<file path="config.mk">
export PLATFORM = sky130hd
export DESIGN_NAME = wide_add_sequencer
export DESIGN_NICKNAME = d
export VERILOG_FILES = /design/src/rtl/wide_add_pkg.sv /design/src/rtl/brent_kung_adder_32bit.sv /design/src/rtl/wide_add_sequencer.sv
export SDC_FILE = /design/constraint.sdc
export NUM_CORES = 1
export LEC_CHECK = 0
export ABC_AREA = 1
export BUFFER_PORTS_ARGS = -buffer_cell sky130_fd_sc_hd__clkbuf_2
export CORE_UTILIZATION = 40
export DETAILED_ROUTE_END_ITERATION = 10
export GPL_ROUTABILITY_DRIVEN = 0
export PLACE_DENSITY_LB_ADDON = 0.1
export SLEW_MARGIN = 10
export SYNTH_ARGS = -nofsm -noshare
export SYNTH_HDL_FRONTEND = slang
export SYNTH_SLANG_ARGS = --single-unit
export TNS_END_PERCENT = 5
</file>
<file path="constraint.sdc">
create_clock -name clk -period 3.4 [get_ports clk]
set_input_delay 0.34 -clock clk [delete_from_list [all_inputs] [get_ports clk]]
set_output_delay 0.34 -clock clk [all_outputs]
set_load 0.005 [all_outputs]
</file>
<file path="src/rtl/wide_add_pkg.sv">
// Shared types and helpers for the multi-precision add/subtract sequencer.
package wide_add_pkg;

    localparam int unsigned WORD_W = 32;

    typedef enum logic [1:0] {
        StIdle,
        StRun,
        StFlush
    } state_e;

    // 0 behaves as a single word; oversize requests saturate at the maximum.
    function automatic int unsigned clamp_nwords(input int unsigned n,
                                                 input int unsigned max_words);
        if (n == 0) begin
            return 1;
        end else if (n > max_words) begin
            return max_words;
        end
        return n;
    endfunction

endpackage

</file>
<file path="src/rtl/brent_kung_adder_32bit.sv">
// Single-cycle 32-bit Brent-Kung parallel-prefix adder with carry-in and carry-out.
module brent_kung_adder_32bit (
    input  logic [31:0] in_op1,
    input  logic [31:0] in_op2,
    input  logic        cin,
    output logic [31:0] out_res,
    output logic        cout
);

    logic [31:0] g;
    logic [31:0] p;
    logic [31:0] gg;
    logic [31:0] pp;
    logic [32:0] c;

    assign g = in_op1 & in_op2;
    assign p = in_op1 ^ in_op2;

    always_comb begin
        gg = g;
        pp = p;
        // Up-sweep: build group terms at positions 2^k-aligned.
        for (int l = 0; l < 5; l++) begin
            for (int i = 0; i < 32; i++) begin
                if (((i + 1) % (2 << l)) == 0) begin
                    gg[i] = gg[i] | (pp[i] & gg[i - (1 << l)]);
                    pp[i] = pp[i] & pp[i - (1 << l)];
                end
            end
        end
        // Down-sweep: fill in the remaining prefix positions.
        for (int l = 3; l >= 0; l--) begin
            for (int i = 0; i < 32; i++) begin
                if ((((i + 1) % (2 << l)) == 0) && ((i + (1 << l)) < 32)) begin
                    gg[i + (1 << l)] = gg[i + (1 << l)] | (pp[i + (1 << l)] & gg[i]);
                    pp[i + (1 << l)] = pp[i + (1 << l)] & pp[i];
                end
            end
        end
        c[0] = cin;
        for (int i = 0; i < 32; i++) begin
            c[i + 1] = gg[i] | (pp[i] & cin);
        end
    end

    assign out_res = p ^ c[31:0];
    assign cout    = c[32];

endmodule

</file>
<file path="src/rtl/wide_add_sequencer.sv">
// Word-serial multi-precision add/subtract, LSW first, through one shared 32-bit adder.
module wide_add_sequencer #(
    parameter int unsigned WORD_W    = 32,
    parameter int unsigned MAX_WORDS = 8,
    parameter int unsigned CNT_W     = $clog2(MAX_WORDS + 1)
) (
    input  logic              clk,
    input  logic              rst_n,
    input  logic              cmd_valid,
    output logic              cmd_ready,
    input  logic [CNT_W-1:0]  cmd_nwords,
    input  logic              cmd_sub,
    input  logic              cmd_cin,
    input  logic              in_valid,
    output logic              in_ready,
    input  logic [WORD_W-1:0] in_op1,
    input  logic [WORD_W-1:0] in_op2,
    output logic              out_valid,
    input  logic              out_ready,
    output logic [WORD_W-1:0] out_sum,
    output logic              out_last,
    output logic              out_carry,
    output logic              out_ovf,
    output logic              busy
);
    import wide_add_pkg::*;

    localparam int unsigned Msb = WORD_W - 1;

    state_e             state_q, state_d;
    logic               sub_q, sub_d;
    logic               carry_q, carry_d;
    logic [CNT_W-1:0]   n_q, n_d;
    logic [CNT_W-1:0]   idx_q, idx_d;
    logic               out_valid_q, out_valid_d;
    logic [WORD_W-1:0]  out_sum_q, out_sum_d;
    logic               out_last_q, out_last_d;
    logic               out_carry_q, out_carry_d;
    logic               out_ovf_q, out_ovf_d;

    logic [WORD_W-1:0]  add_op2;
    logic [WORD_W-1:0]  add_sum;
    logic               add_cout;
    logic [CNT_W-1:0]   n_eff;
    logic               in_fire;
    logic               out_fire;
    logic               idx_last;

    assign add_op2 = in_op2 ^ {WORD_W{sub_q}};

    brent_kung_adder_32bit u_adder (
        .in_op1  (in_op1),
        .in_op2  (add_op2),
        .cin     (carry_q),
        .out_res (add_sum),
        .cout    (add_cout)
    );

    assign n_eff     = CNT_W'(clamp_nwords(32'(cmd_nwords), MAX_WORDS));
    assign cmd_ready = (state_q == StIdle);
    assign busy      = (state_q != StIdle);
    // Single output register: a drain in the same cycle frees it for a new word.
    assign in_ready  = (state_q == StRun) && (!out_valid_q || out_ready);
    assign in_fire   = in_valid && in_ready;
    assign out_fire  = out_valid_q && out_ready;
    assign idx_last  = (idx_q == (n_q - CNT_W'(1)));

    always_comb begin
        state_d     = state_q;
        sub_d       = sub_q;
        carry_d     = carry_q;
        n_d         = n_q;
        idx_d       = idx_q;
        out_valid_d = out_valid_q;
        out_sum_d   = out_sum_q;
        out_last_d  = out_last_q;
        out_carry_d = out_carry_q;
        out_ovf_d   = out_ovf_q;

        unique case (state_q)
            StIdle: begin
                if (cmd_valid) begin
                    sub_d   = cmd_sub;
                    n_d     = n_eff;
                    carry_d = cmd_cin ^ cmd_sub;
                    idx_d   = '0;
                    state_d = StRun;
                end
            end
            StRun: begin
                if (out_fire) begin
                    out_valid_d = 1'b0;
                end
                if (in_fire) begin
                    out_sum_d   = add_sum;
                    out_valid_d = 1'b1;
                    carry_d     = add_cout;
                    if (idx_last) begin
                        out_last_d  = 1'b1;
                        out_carry_d = add_cout ^ sub_q;
                        out_ovf_d   = (in_op1[Msb] ^ add_op2[Msb] ^ add_sum[Msb]) ^ add_cout;
                        state_d     = StFlush;
                    end else begin
                        idx_d = idx_q + CNT_W'(1);
                    end
                end
            end
            StFlush: begin
                if (out_fire) begin
                    out_valid_d = 1'b0;
                    out_last_d  = 1'b0;
                    state_d     = StIdle;
                end
            end
            default: state_d = StIdle;
        endcase
    end

    always_ff @(posedge clk or negedge rst_n) begin
        if (!rst_n) begin
            state_q     <= StIdle;
            sub_q       <= 1'b0;
            carry_q     <= 1'b0;
            n_q         <= '0;
            idx_q       <= '0;
            out_valid_q <= 1'b0;
            out_sum_q   <= '0;
            out_last_q  <= 1'b0;
            out_carry_q <= 1'b0;
            out_ovf_q   <= 1'b0;
        end else begin
            state_q     <= state_d;
            sub_q       <= sub_d;
            carry_q     <= carry_d;
            n_q         <= n_d;
            idx_q       <= idx_d;
            out_valid_q <= out_valid_d;
            out_sum_q   <= out_sum_d;
            out_last_q  <= out_last_d;
            out_carry_q <= out_carry_d;
            out_ovf_q   <= out_ovf_d;
        end
    end

    assign out_valid = out_valid_q;
    assign out_sum   = out_sum_q;
    assign out_last  = out_last_q;
    assign out_carry = out_carry_q;
    assign out_ovf   = out_ovf_q;

endmodule

</file>
==> results of run 1 <==
per-stage QoR:
| step | utilization | instance area [µm²] | hold slack (ns) |
|---|---|---|---|
| after global placement | 0.496 | 4390 | 0.447 |
| after global routing | 0.507 | 4490 | 0.141 |
| after CTS | 0.507 | 4490 | 0.113 |
| after detailed placement | 0.496 | 4390 | 0.449 |
| after floorplan | - | 3700 | 0.0444 |
| final | 0.507 | 4490 | 0.0946 |
state kept, by name, indices dropped and copies added, names as in the netlist:
name,flops
n_q,4
out_sum,32
out_ovf,1
sub_q,1
carry_q,1
out_carry,1
out_last,1
state_q,2
out_valid,1
idx_q,4
cell type report:
cell class	instances	area share
inverters	54	0.0452
well taps	108	0.0301
repair buffers	116	0.134
clock buffers	7	0.0192
clock inverters	1	0.00167
flip-flops and latches	48	0.268
multi-input cells	354	0.502
cell usage in the layout (no fill, tap or decap), types with 6 or more instances in the layout:
cell type  synthesis  final
nand2_4            6      6
inv_1             52     52
nand2_1          113    112
nand2_2            8      9
clkbuf_8           0      6
a21oi_1           23     23
xor2_1            41     41
nor2_1            22     22
nand3_1           22     22
o31ai_1            7      7
dfrtp_1           48     47
clkbuf_2           0    113
xnor2_1           15     15
o21ai_0           26     26
ha_1              37     37
kinds of logic after synthesis:
family | count (synthesis) | synth area share
fa+ha+maj | 38 | 0.131
buf+inv | 65 | 0.0673
simple gates | 185 | 0.226
flops | 48 | 0.325
compound gates | 75 | 0.119
xor+xnor | 56 | 0.133
synthesized netlist by cell type (2+ instances only):
cell,number
clkbuf_1,9
or2_2,2
inv_1,52
o21ai_1,5
dfrtp_1,48
or2_1,2
nand2_2,8
ha_1,37
o21ai_0,26
nand2_1,113
nand4_1,4
o22ai_1,4
xnor2_1,15
xor2_1,41
nand2_4,6
o31ai_1,7
a21oi_1,23
nand3_1,22
o21bai_1,2
inv_2,2
nand3_2,3
nor2_1,22
a21oi_2,2
layer usage:
metal / wire length (µm) / up-vias
li1: - / 1739
met1: 4250 / 1516
met2: 4060 / 81
met3: 446 / 6
met4: 72 / 0
met5: 0 / -
power groups by stage:
stage	clock, mW	combinational [mW]	sequential (mW)
floorplan	0	2.01	1.01
global placement	0	2.64	1.06
detailed placement	0	2.69	1.07
CTS	0.398	2.70	1.06
global route	0.416	3.08	1.09
finish	0.380	2.68	1.05
worst max-delay path: cells and delay by family, from the launching register on:
kind	cells	cell delay (ns)
and+or+nand+nor	12	0.88
buffers and inverters	3	0.34
adders and majority gates	1	0.29
DFF	1	0.67
xor gates and xnor gates	1	0.17
AOI/OAI and AO/OA	2	0.33
worst max path at each step:
| stage | from | end | slack [ns] | cells after the start |
|---|---|---|---|---|
| after floorplan | sub_q$_DFFE_PN0P_ | out_sum[11]$_DFFE_PN0P_ | 0.77 | 18 |
| after global placement | sub_q$_DFFE_PN0P_ | out_sum[27]$_DFFE_PN0P_ | 0.67 | 16 |
| after detailed placement | sub_q$_DFFE_PN0P_ | out_ovf$_DFFE_PN0P_ | 0.59 | 17 |
| after CTS | sub_q$_DFFE_PN0P_ | out_ovf$_DFFE_PN0P_ | 0.57 | 19 |
| after global routing | sub_q$_DFFE_PN0P_ | out_carry$_DFFE_PN0P_ | 0.34 | 16 |
| final | sub_q$_DFFE_PN0P_ | carry_q$_DFFE_PN0P_ | 0.59 | 19 |
==> run summary, run 1 <==
max cap viols = 0
I/O Buffers = 113
initial antenna violation count = 0
H-tree levels = 2
Int Pwr = 2.16 mW
Die Wd = 98.2 µm
top-area cell type share of the netlist area = 0.325
GR Layer Usage met3 = 0.0408
cell area after synthesis = 3700 µm²
Antenna Nets Post-Route = 0
drt total wl = 8.83 mm
CTS Hold Bufs = 0
status = finished with violations
die area = 9640 µm²
Rel. slew slack = 0.491
Cell Chain, Critical Path = buf_12, xor2_1, ha_1, nand2_1, inv_1, nand3_2, inv_1, a21oi_1, nand2_4, nand2_4, nand2_4, nand2_4, nand2_4, nand2_4, nand2_2, nand2_2, nand2_2, o21ai_1, nand2_1
switching share of power = 0.474
R2R Path End = carry_q$_DFFE_PN0P_
Gate power share = 0.651
failing checks = design-rule violations
post-synthesis sequential area ratio = 0.325
Clk pin slew, worst setup/hold paths = 0.10 ns
row count = 34
post-placement cell count = 680
fin crit period = 2.81 ns
Post-synth EDFFs = 0
top_reg_cell synth = dfrtp_1
fin cells = 688
CTS buffer count = 5
VDD IR max = 0.356 mV
Synth warnings = 0
Achievable Freq = 356 MHz
Root Driver = clkbuf_8
top post-synthesis cells by area = dfrtp_1 (32%), ha_1 (13%), nand2_1 (11%)
Synth Instances = 467
Slew Limit Fails = 0
core box area = 8850 µm²
final net count = 692
Setup Fix Bufs, Post-CTS = 0
R2R depth = 19
Ant. Diodes = 0
dpl ws = 0.588 ns
CTS resizes = 0
first-pass GRT wire length = 15.0 mm
vias in the first global route = 3281
RSZ-0062 raised after global routing = false
pwr dens = 916 nW/µm²
asr flop ratio synth = 1.00
CP Launch Type = flop
area of the multi-input gates = 2250 µm²
Pwr Total = 4.11 mW
CP required = 3.59 ns
number of hold violations in the final report = 0
most used cell, CP = nand2_4
fin crit share = 0.826
Residual DRC = 6
NetSw = 1.95 mW
final setup vio count = 0
GRT busiest layer = met2
reg2reg start = sub_q$_DFFE_PN0P_
maximum root-to-sink buffer count = 2
GR Util met1 = 0.259
syn nets = 580
Initial Utilization = 0.418
Clock Latency Late Sink = 0.30 ns
class of the worst hold path = input port to async pin
WL per Instance = 12.8 µm
Clock Power Share = 0.092
WP data arrival = 3.00 ns
Post-Route Setup TNS = 0 ns
Fillers = 894
Area Growth Syn to Fin = 21.3%
global route overflow = 0
via count = 3342
Synth Register Bits = 48
met2 Usage GRT = 0.320
largest net degree at the start of global routing = 56
Setup crit end kind = flop
synth unique cells = 35
share of layout cells above drive strength 1 = 0.259
skew final = 0.0128 ns
Syn Area/Cell = 7.92 µm²
Yosys top cell by area = dfrtp_1
I/O pins = 114
crit path kind = flop to flop
Via density = 4.86
Detailed Route Iter0 Violations = 108
Sink Count = 48
total global-route track usage = 0.193
CTS tree = built
Max stage delay on crit path = 0.67 ns
leakage = 2.49 nW
Max FO, Critical Path = 20
Pre-antenna DRT Iters = 9
post-detail-place hpwl = 6.78 mm
sequential power share = 0.256
CP max stage cell = dfrtp_2
Tightest Pin Transition = 0.764 ns
Die Ht = 98.2 µm
worst setup margin = 0.593 ns
register area = 1200 µm²
FF-to-FF setup slack = 0.59 ns
Power figures use the tool's default switching activity.
==> run 2, diff against run 1 <==
Clock period 3.4 ns to 2.65 ns, I/O delays scaled along.
==> run summary, run 2 (same netlist as run 1, synthesis figures left out) <==
via count = 3424
fin crit share = 0.982
global route overflow = 0
first-pass GRT wire length = 14.4 mm
crit path kind = flop to flop
switching share of power = 0.459
Post-Route Setup TNS = 0 ns
failing checks = design-rule violations
Int Pwr = 3.13 mW
RSZ-0062 raised after global routing = true
Gate power share = 0.673
VDD IR max = 0.489 mV
Sink Count = 48
Rel. slew slack = 0.710
leakage = 2.64 nW
initial antenna violation count = 0
Root Driver = clkbuf_8
final setup vio count = 0
Die Ht = 98.2 µm
number of hold violations in the final report = 0
Clk pin slew, worst setup/hold paths = 0.10 ns
status = finished with violations
vias in the first global route = 3216
largest net degree at the start of global routing = 28
I/O Buffers = 113
Setup crit end kind = flop
Clock Power Share = 0.098
total global-route track usage = 0.183
CP max stage cell = dfrtp_2
fin cells = 706
Pre-antenna DRT Iters = 10
pwr dens = 1210 nW/µm²
skew final = 0.0106 ns
I/O pins = 114
fin crit period = 2.60 ns
Clock Latency Late Sink = 0.30 ns
drt total wl = 8.98 mm
leading cell type in the layout, fill and taps excluded = clkbuf_2
max reg flops = 32
CP bufs+invs = 1
CTS tree = built
Achievable Freq = 384 MHz
most frequent cells in the layout = clkbuf_2 (113), nand2_1 (105), inv_1 (51), dfrtp_1 (47), xor2_1 (40)
core box area = 8850 µm²
post-detail-place hpwl = 6.86 mm
max cap viols = 0
sequential power share = 0.228
Tightest Pin Transition = 0.435 ns
WL per Instance = 12.7 µm
H-tree levels = 2
Area Growth Syn to Fin = 29.6%
Via density = 4.85
CP required = 2.84 ns
Cell Chain, Critical Path = clkbuf_16, xor2_1, ha_1, a21oi_1, nand2_2, nand2_2, nand3_4, nand2_4, nand2_4, nand2_4, nand2_4, nand2_4, nand2_4, nand2_4, nand2_4, nand2_4, nand2_4, o21ai_2, nand2_1
final net count = 710
die area = 9640 µm²
maximum root-to-sink buffer count = 2
Initial Utilization = 0.418
class of the worst hold path = input port to flop
CTS buffer count = 5
NetSw = 2.66 mW
CP Launch Type = flop
Worst path top cell family by delay = simple AND/OR/NAND/NOR gates
Detailed Route Iter0 Violations = 90
post-placement cell count = 686
Residual DRC = 6
Max FO, Critical Path = 5
row count = 34
Die Wd = 98.2 µm
Ant. Diodes = 0
WP data arrival = 2.80 ns
Antenna Nets Post-Route = 0
Max stage delay on crit path = 0.47 ns
share of layout cells above drive strength 1 = 0.311
Fillers = 884
Slew Limit Fails = 0
most used cell, CP = nand2_4
run 2: layer usage:
| layer | GRT usage | wire length [µm] |
|---|---|---|
| met1 | 0.243 | 4250 |
| met2 | 0.295 | 4130 |
| met3 | 0.0422 | 445 |
| met4 | 0.0574 | 155 |
| met5 | 0 | 0 |
run 2: final timing paths:
kind                                         from                      end  slack [ns]  cells after the start
setup / recovery                sub_q$_DFFE_PN0P_      carry_q$_DFFE_PN0P_        0.05                     19
hold / removal                      cmd_nwords[1]       n_q[1]$_DFFE_PN0P_        0.20                      3
setup reg to reg                sub_q$_DFFE_PN0P_      carry_q$_DFFE_PN0P_        0.05                     19
hold reg to reg            out_sum[7]$_DFFE_PN0P_   out_sum[7]$_DFFE_PN0P_        0.49                      2
max in group asynchronous                   rst_n   out_sum[8]$_DFFE_PN0P_        1.59                      3
min in group asynchronous                   rst_n  out_sum[26]$_DFFE_PN0P_        0.43                      2
run 2: power by group through the flow:
stage	Combinational (mW)	Clock (mW)	Sequential, mW
floorplan	2.58	0	1.30
global placement	3.48	0	1.32
detailed placement	3.54	0	1.32
CTS	3.57	0.591	1.31
global route	4.41	0.621	1.36
finish	3.90	0.570	1.32
run 2: what timing repair did:
item                                    CTS  global route
endpoints found under the setup margin    6            17
hold buffers                              1             0
gates cloned                              0             1
gates resized for setup                   2            27
buffers inserted                          0            10
pin swaps                                 0            17
endpoints found under the hold margin    14             0
run 2: layout make-up:
cell class | instances | area [µm²] | area share
multi-input combinational | 354 | 2360 | 0.493
tap | 108 | 135 | 0.0282
clock inverter | 2 | 38.8 | 0.00809
inverter | 54 | 203 | 0.0423
clock buffer | 6 | 82.6 | 0.0172
sequential | 48 | 1200 | 0.251
timing repair buffer | 134 | 768 | 0.160
run 2: worst reg2reg max path, delay by kind of cell, from the launching register on:
| family | cells | cell delay, ns |
|---|---|---|
| fa+ha+maj | 1 | 0.32 |
| simple gates | 14 | 1.08 |
| buf+inv | 1 | 0.18 |
| flops | 1 | 0.47 |
| xor+xnor | 1 | 0.16 |
| compound gates | 2 | 0.31 |
run 2: per-stage QoR:
| step | hold WS [ns] | setup slack [ns] | utilization | instance area, µm² | power, mW |
|---|---|---|---|---|---|
| 3_5_place_dp | 0.227 | -0.0171 | 0.501 | 4440 | 4.86 |
| 6_report | 0.204 | 0.0465 | 0.542 | 4790 | 5.79 |
| 3_3_place_gp | 0.226 | 0.0390 | 0.501 | 4440 | 4.80 |
| 5_1_grt | 0.212 | -0.151 | 0.542 | 4790 | 6.40 |
| 2_1_floorplan | -0.0306 | 0.0231 | - | 3700 | 3.87 |
| 4_1_cts | 0.196 | 0.0290 | 0.518 | 4580 | 5.47 |
==> run 3, diff against run 2 <==
Settings changed: CORE_MARGIN set to 5, CORE_UTILIZATION 40 to 30.
Clock period 2.65 ns to 2.3 ns, I/O delays scaled along.
==> run summary, run 3 (same netlist as run 1, synthesis figures left out) <==
status = finished with violations
CP Launch Type = flop
FF-to-FF setup slack = -0.22 ns
skew final = 0.00589 ns
leading cell type in the layout, fill and taps excluded = clkbuf_2
Tightest Pin Transition = 0.529 ns
I/O pins = 114
core box area = 12100 µm²
Clk pin slew, worst setup/hold paths = 0.07 ns
pwr dens = 1430 nW/µm²
R2R depth = 21
VDD IR max = 0.462 mV
Setup crit end = carry_q$_DFFE_PN0P_
Hold Slack = 0.191 ns
final setup vio count = 25
Area Growth Syn to Fin = 45.7%
via count = 3566
Max FO, Critical Path = 8
Residual DRC = 0
drt total wl = 10.2 mm
Layout Utilization = 0.447
failing checks = negative setup slack
worst setup margin = -0.218 ns
R2R Path End = carry_q$_DFFE_PN0P_
H-tree levels = 2
maximum root-to-sink buffer count = 2
dpl ws = -0.267 ns
Die Ht = 121 µm
Via density = 4.36
leakage = 2.94 nW
WP data arrival = 2.70 ns
vias in the first global route = 3488
first-pass GRT wire length = 16.2 mm
Detailed Route Iter0 Violations = 127
crit path kind = flop to flop
total global-route track usage = 0.137
Setup crit end kind = flop
fin crit share = 1.09
Pre-antenna DRT Iters = 4
fin cells = 817
dpl cell area = 4920 µm²
final net count = 761
reg2reg start = sub_q$_DFFE_PN0P_
die area = 14600 µm²
initial antenna violation count = 0
Pwr Total = 7.71 mW
crit path launch = sub_q$_DFFE_PN0P_
post-detail-place hpwl = 8.10 mm
RSZ-0062 raised after global routing = true
most frequent cells in the layout = clkbuf_2 (113), nand2_1 (96), buf_4 (67), inv_1 (50), dfrtp_1 (47)
Ant. Diodes = 0
Root Driver = clkbuf_16
Slew Limit Fails = 0
class of the worst hold path = input port to flop
Clock Latency Late Sink = 0.29 ns
WL per Instance = 12.5 µm
share of layout cells above drive strength 1 = 0.405
Rel. slew slack = 0.647
largest net degree at the start of global routing = 32
row count = 40
max cap viols = 0
fin crit period = 2.52 ns
global route overflow = 0
design area = 5390 µm²
Achievable Freq = 397 MHz
max reg flops = 32
CP required = 2.48 ns
Sink Count = 48
post-placement cell count = 799
I/O Buffers = 113
CTS buffer count = 5
Initial Utilization = 0.307
Die Wd = 121 µm
number of hold violations in the final report = 0
CTS tree = built
Post-Route Setup TNS = -3.55 ns
Antenna Nets Post-Route = 0
-- run 3: where the power goes --
part           internal, mW  switching (mW)
clock                 0.430           0.336
sequential             1.25           0.268
combinational          2.71            2.72
-- run 3: repair_timing --
action	4_1_cts	5_1_grt
gates cloned	0	1
endpoints found under the hold margin	17	0
gates resized for setup	19	41
setup buffers	0	8
pin swaps	4	27
hold buffers	1	0
endpoints found under the setup margin	25	29
-- run 3: cell type report --
cell class              count  area (µm²)
flip-flops and latches     48        1200
clock inverters             2        10.0
clock buffers               6         139
multi-input cells         354        2470
fillers                  1235        6670
repair buffers            185        1150
well taps                 168         210
inverters                  54         203
-- run 3: layer usage --
metal,wire length [µm],global-route usage,up-vias
li1,-,-,1876
met1,4520,0.167,1615
met2,5040,0.244,68
met3,590,0.0326,7
met4,87,0.0319,0
met5,0,0,-
-- run 3: worst min path at each step --
| stage | from | to | slack, ns | depth (start not counted) |
|---|---|---|---|---|
| after floorplan | rst_n | carry_q$_DFFE_PN0P_ | -0.07 | 0 |
| after global placement | rst_n | out_sum[6]$_DFFE_PN0P_ | 0.24 | 1 |
| after detailed placement | rst_n | out_sum[6]$_DFFE_PN0P_ | 0.23 | 1 |
| after CTS | cmd_nwords[1] | n_q[1]$_DFFE_PN0P_ | 0.18 | 3 |
| after global routing | cmd_nwords[1] | n_q[1]$_DFFE_PN0P_ | 0.19 | 3 |
| final | cmd_nwords[3] | n_q[3]$_DFFE_PN0P_ | 0.19 | 3 |
-- run 3: critical path, cell delays in order, from the launching register on --
cell	delay [ns]
dfrtp_2	0.46
buf_12	0.17
xor2_1	0.16
ha_1	0.32
nand2_1	0.09
nand2_2	0.07
nand2_2	0.05
nand2_2	0.06
nand2_2	0.08
nand3_4	0.11
nand2_4	0.10
nand2_4	0.06
nand2_4	0.07
nand2_4	0.06
nand2_4	0.06
nand2_4	0.06
nand2_4	0.07
nand2_2	0.05
nand2_2	0.08
nand2_2	0.07
o21ai_1	0.11
nand2_1	0.06
